$ cat src/rtl/design_select_ctrl.sv
// Multi-project user-area select controller: captures the design number on a pin strobe,
// sequences the per-design reset and enable, and freezes the active design on hold.
module design_select_ctrl #(
    parameter int NUM_DESIGNS = 44,
    parameter int SEL_W       = 6,
    parameter int RST_CYCLES  = 8,
    parameter int SYNC_STAGES = 2
) (
    input  logic                   clock,
    input  logic                   reset,
    input  logic [SEL_W-1:0]       des_sel_in,
    input  logic                   sync_in,
    input  logic                   hold_in,
    input  logic                   ext_reset_in,
    output logic [NUM_DESIGNS-1:0] design_en,
    output logic                   design_reset,
    output logic [SEL_W-1:0]       mux_sel,
    output logic                   active_valid,
    output logic                   busy
);

    localparam int CNT_W = (RST_CYCLES > 1) ? $clog2(RST_CYCLES) : 1;
    localparam logic [CNT_W-1:0] CNT_LAST = CNT_W'(RST_CYCLES - 1);
    localparam logic [SEL_W:0] NUM_LIMIT = (SEL_W + 1)'(NUM_DESIGNS);

    // IDLE: no design | SWITCH: design held in reset | RUN: active | HOLD: frozen
    typedef enum logic [1:0] {IDLE, SWITCH, RUN, HOLD} state_t;

    state_t state, state_next;

    logic [SYNC_STAGES-1:0] sync_sr, hold_sr, ext_sr;
    logic [SEL_W-1:0]       des_sr [SYNC_STAGES];
    logic                   sync_d;
    logic                   sync_s, hold_s, ext_s, sync_edge;
    logic [SEL_W-1:0]       des_s;

    logic [SEL_W-1:0]       sel_reg, sel_next;
    logic [CNT_W-1:0]       counter, cnt_next;
    logic                   valid_next, reset_next, busy_next;
    logic [NUM_DESIGNS-1:0] en_next;

    assign sync_s    = sync_sr[SYNC_STAGES-1];
    assign hold_s    = hold_sr[SYNC_STAGES-1];
    assign ext_s     = ext_sr[SYNC_STAGES-1];
    assign des_s     = des_sr[SYNC_STAGES-1];
    assign sync_edge = sync_s & ~sync_d;

    always_ff @(posedge clock) begin
        if (!reset) begin
            sync_sr <= '0;
            hold_sr <= '0;
            ext_sr  <= '0;
            sync_d  <= 1'b0;
            for (int i = 0; i < SYNC_STAGES; i++) des_sr[i] <= '0;
        end else begin
            sync_sr   <= {sync_sr[SYNC_STAGES-2:0], sync_in};
            hold_sr   <= {hold_sr[SYNC_STAGES-2:0], hold_in};
            ext_sr    <= {ext_sr[SYNC_STAGES-2:0], ext_reset_in};
            sync_d    <= sync_s;
            des_sr[0] <= des_sel_in;
            for (int i = 1; i < SYNC_STAGES; i++) des_sr[i] <= des_sr[i-1];
        end
    end

    always_comb begin
        state_next = state;
        sel_next   = sel_reg;
        cnt_next   = counter;
        valid_next = active_valid;
        if (sync_edge) begin
            sel_next   = des_s;
            cnt_next   = '0;
            valid_next = ({1'b0, des_s} < NUM_LIMIT);
            state_next = valid_next ? SWITCH : IDLE;
        end else begin
            case (state)
                SWITCH: begin
                    if (ext_s) begin
                        cnt_next = '0;
                    end else if (counter == CNT_LAST) begin
                        cnt_next   = '0;
                        state_next = RUN;
                    end else begin
                        cnt_next = counter + 1'b1;
                    end
                end
                RUN: begin
                    if (ext_s) begin
                        cnt_next   = '0;
                        state_next = SWITCH;
                    end else if (hold_s) begin
                        state_next = HOLD;
                    end
                end
                HOLD: begin
                    if (ext_s) begin
                        cnt_next   = '0;
                        state_next = SWITCH;
                    end else if (!hold_s) begin
                        state_next = RUN;
                    end
                end
                default: ;
            endcase
        end
    end

    // Outputs are decoded from the next state so that every output is a flop.
    always_comb begin
        en_next    = '0;
        reset_next = 1'b1;
        busy_next  = 1'b0;
        case (state_next)
            SWITCH: begin
                en_next   = NUM_DESIGNS'(1) << sel_next;
                busy_next = 1'b1;
            end
            RUN: begin
                en_next    = NUM_DESIGNS'(1) << sel_next;
                reset_next = 1'b0;
            end
            HOLD:    reset_next = 1'b0;
            default: ;
        endcase
    end

    always_ff @(posedge clock) begin
        if (!reset) begin
            state        <= IDLE;
            sel_reg      <= '0;
            counter      <= '0;
            design_en    <= '0;
            design_reset <= 1'b1;
            mux_sel      <= '0;
            active_valid <= 1'b0;
            busy         <= 1'b0;
        end else begin
            state        <= state_next;
            sel_reg      <= sel_next;
            counter      <= cnt_next;
            design_en    <= en_next;
            design_reset <= reset_next;
            mux_sel      <= sel_next;
            active_valid <= valid_next;
            busy         <= busy_next;
        end
    end

endmodule
$ cat config.mk
export PLATFORM = sky130hd
export DESIGN_NAME = design_select_ctrl
export DESIGN_NICKNAME = d
export VERILOG_FILES = /design/src/rtl/design_select_ctrl.sv
export SDC_FILE = /design/constraint.sdc
export NUM_CORES = 1
export LEC_CHECK = 0
export BUFFER_PORTS_ARGS = -buffer_cell sky130_fd_sc_hd__buf_2
export CAP_MARGIN = 20
export CORE_UTILIZATION = 46
export DETAILED_ROUTE_END_ITERATION = 8
export HOLD_SLACK_MARGIN = 0.15
export PLACE_DENSITY = 0.71
export RECOVER_POWER = 100
export SLEW_MARGIN = 30
export SYNTH_ARGS = -nofsm -noshare
export SYNTH_HDL_FRONTEND = slang
export SYNTH_SLANG_ARGS = --single-unit
export TNS_END_PERCENT = 1
$ cat constraint.sdc
create_clock -name clock -period 2.46 [get_ports clock]
set_clock_uncertainty 0.15 [all_clocks]
set_input_delay 0.615 -clock clock [delete_from_list [all_inputs] [get_ports clock]]
set_output_delay 0.615 -clock clock [all_outputs]
set_load 0.005 [all_outputs]
==> summary.md <==
| Metric | Value |
|---|---|
| Run status | completed |
| Max stage delay on crit path | 330 ps |
| Sequential fraction of the synthesis area | 0.608 |
| CTS sink cnt | 77 |
| Final net count | 331 |
| Die area | approximately 5800 sq um |
| Setup WS pre-CTS | 171 ps |
| RSZ-0062 raised after global routing | false |
| Clk root buf | clkbuf_8 |
| Input/output buffers | 63 |
| CTS tree | built |
| Highest clock rate | between 400 and 500 MHz |
| Io pins | 64 |
| Crit path cell chain | ha_1 -> ha_1 -> inv_1 -> o21ai_1 -> nand3_1 -> nand2_1 -> ha_1 -> nand2b_4 -> a211oi_2 -> buf_4 -> nand3_1 -> nor2_1 |
| DRT antenna net count | 0 |
| First-pass GRT wire length | 7470 microns |
| Setup CP Type | reg -> reg |
| Initial Util | 0.487 |
| Crit Path Max Fanout | 6 |
| Slowest cell on the critical path | dfxtp_2 |
| Die X | 76.2 microns |
| Worst setup slack after layout | 208 ps |
| Num rows | 26 |
| Setup TNS Final | 0 ps |
| Tcrit/Tclk final | 0.915 |
| H-tree depth | 3 |
| Vias post-DR | 1,781 |
| Total Wirelength | 4510 microns |
| Post-Synthesis Cells | 238 |
| Worst slew pin tran | 787 ps |
| Synth-to-Final Area Change | 25.1% |
| Normalized max-slew margin | 0.475 |
| Top delay family on crit path | adder cells |
| Mapped Avg Cell Area | approximately 11 sq um |
| Synth Warn # | 0 |
| Fraction of layout cells with a size suffix above 1 | 0.263 |
| MaxCap Viol Count | 0 |
| Critical Path Stages | 12 |
| Most Frequent Cell on Critical Path | ha_1 |
| Critical path buffers and inverters | 2 |
| Fill count | 486 |
| Syn Nets | 254 |
| Skew-Pair Late Insertion Delay | 340 ps |
| DRC viols | 0 |
| Cells after DPL | 374 |
| Hold WC Path Type | reg -> reg |
| 1st-pass router iterations | 4 |
| Final Max Slew Viols | 0 |
| Hold WS | 284 ps |
| Dominant synthesized flop cell | dfxtp_1 |
| Initial antenna violation count | 0 |
| Final setup viols | 0 |
| Hold Vio Cnt, Final | 0 |
| DP HPWL | 3170 microns |
| Final min period | 2250 ps |
| Startpoint types | flip-flop |
| Clk pin slew, worst setup/hold paths | roughly 70 ps |
| Pin count of the biggest net entering global routing | 28 |
| Total GRT Usage | 0.169 |
| Number of DRC markers in iteration 0 | 91 |
| Vias per cell | 4.57 |
| Max VDD drop | 0.000480 V |
| Hold path depth | 1 |
| Fin cells | 390 |
| WP data required | 2580 ps |
| Area of the multi-input gates | about 940 sq um |
| CTS Hold Bufs | 0 |
| Leakage power total | 1.37 nW |
| Gp weighted congestion | 0.804 |
| Asr flop ratio synth | 0 |
| Crit end category | flip-flop |
| Data arrival, critical path | 2380 ps |
| Pwr dens | 762 nW/um^2 |
| Clk buf depth | 2 |
| Inserted Diodes | 0 |
| Synth cell types | 36 |
| Flop and latch count out of synthesis | 77 |
| Tot Pwr | about 0.0024 W |
| Synthesized cell area | between 2000 and 3000 sq um |
| Largest register FFs | 44 |
| Avg WL per Cell | 11.6 microns |
| Post-synth EDFFs | 0 |
| Total CTS buffers | 9 |
| Grt ovf | 0 |
| Register area | ~1500 sq um |
| Core area | 5200 sq um |
| Vias in the first global route | 1,618 |
| Die Y | 76.2 microns |
| Worst reg2reg path depth | 12 |
==> routing by layer <==
metal | GRT usage | routed length [microns]
met1 | 0.219 | 2190
met4 | 0.104 | 101
met3 | 0.0563 | 226
met5 | 0 | 0
met2 | 0.243 | 1990
==> timing repair <==
action / 4_1_cts / 5_1_grt
buffers inserted: 0 / 0
gates resized for setup: 0 / 6
endpoints found under the setup margin: 0 / 32
==> layout by cell type (no fill, tap or decap), types with 2 or more instances in the layout <==
master	Yosys	layout
nand2_2	3	2
nor4bb_1	2	2
and2_0	0	9
inv_1	5	5
a21o_1	2	2
dfxtp_1	77	76
and2_1	23	14
ha_1	5	5
a21oi_1	2	2
a21boi_0	4	4
buf_2	2	48
clkbuf_2	0	2
buf_4	2	3
o31ai_2	3	3
nand2_1	13	12
a22oi_1	3	3
nor3_1	6	7
clkbuf_8	0	11
o21ai_0	3	2
nor2_1	45	45
nor2b_1	5	5
clkbuf_1	3	19
o31ai_4	2	2
bufinv_16	0	2
nand2_4	0	2
nand3_1	6	6
nand2b_1	6	5
nand4bb_1	3	3
==> synthesized netlist by cell type (2+ instances only) <==
| cell type | instances | area (sq um) |
|---|---|---|
| a21o_1 | 2 | 15.0 |
| buf_4 | 2 | 15.0 |
| a22oi_1 | 3 | 22.5 |
| nand4bb_1 | 3 | 33.8 |
| a21boi_0 | 4 | 30.0 |
| buf_2 | 2 | 10.0 |
| inv_1 | 5 | 18.8 |
| o31ai_4 | 2 | 42.5 |
| nand3_1 | 6 | 30.0 |
| and2_1 | 23 | 144 |
| nand2b_1 | 6 | 37.5 |
| a21oi_1 | 2 | 10.0 |
| nor3_1 | 6 | 30.0 |
| nor2_1 | 45 | 169 |
| nand2_2 | 3 | 18.8 |
| nand2_1 | 13 | 48.8 |
| o21ai_0 | 3 | 15.0 |
| clkbuf_1 | 3 | 11.3 |
| nor4bb_1 | 2 | 20.0 |
| dfxtp_1 | 77 | 1540 |
| o31ai_2 | 3 | 37.5 |
| nor2b_1 | 5 | 31.3 |
| ha_1 | 5 | 62.6 |
==> where the power goes <==
group           total, W  leakage [nW]  switching [W]  internal (W)
logic          0.0000830         0.632      0.0000454     0.0000377
registers        0.00128         0.625      0.0000118       0.00127
clock network    0.00106         0.116       0.000428      0.000628
total            0.00242          1.37       0.000485       0.00193
==> final timing paths <==
check | startpoint | end | slack (ps)
setup / recovery | counter[0]$_SDFFE_PP0P_ | design_en[9]$_SDFF_PP0_ | 210
hold / removal | des_sr[0][4]$_SDFF_PN0_ | des_sr[0][10]$_SDFF_PN0_ | 280
setup reg to reg | counter[0]$_SDFFE_PP0P_ | design_en[9]$_SDFF_PP0_ | 210
hold reg to reg | des_sr[0][4]$_SDFF_PN0_ | des_sr[0][10]$_SDFF_PN0_ | 280
==> logic make-up (layout without fill, tap and decap cells) <==
group	count (synthesis)	after routing	synth area share
AOI/OAI and AO/OA	22	22	0.0805
buffers and inverters	12	94	0.0217
muxes	2	2	0.0143
and+or+nand+nor	120	120	0.250
DFF	77	77	0.608
adders and majority gates	5	5	0.0247
==> layout make-up <==
class | instances | share of cell area
sequential | 77 | 0.487
tap | 70 | 0.0276
timing repair buffer | 73 | 0.111
clock buffer | 11 | 0.0478
multi-input combinational | 149 | 0.296
clock inverter | 5 | 0.0257
inverter | 5 | 0.00592
==> worst reg2reg max path, stage by stage, from the launching register on <==
cell	delay (ps)
dfxtp_2	330
ha_1	190
ha_1	210
inv_1	60
o21ai_1	50
nand3_1	110
nand2_1	70
ha_1	300
nand2b_4	150
a211oi_2	130
buf_4	190
nand3_1	130
nor2_1	120
==> metrics by stage <==
step           area, sq um   util
6_report              3170  0.609
3_3_place_gp          2980  0.572
5_1_grt               3170  0.609
2_1_floorplan         2530      -
3_5_place_dp          2980  0.572
4_1_cts               3210  0.616
Power figures use the tool's default switching activity.
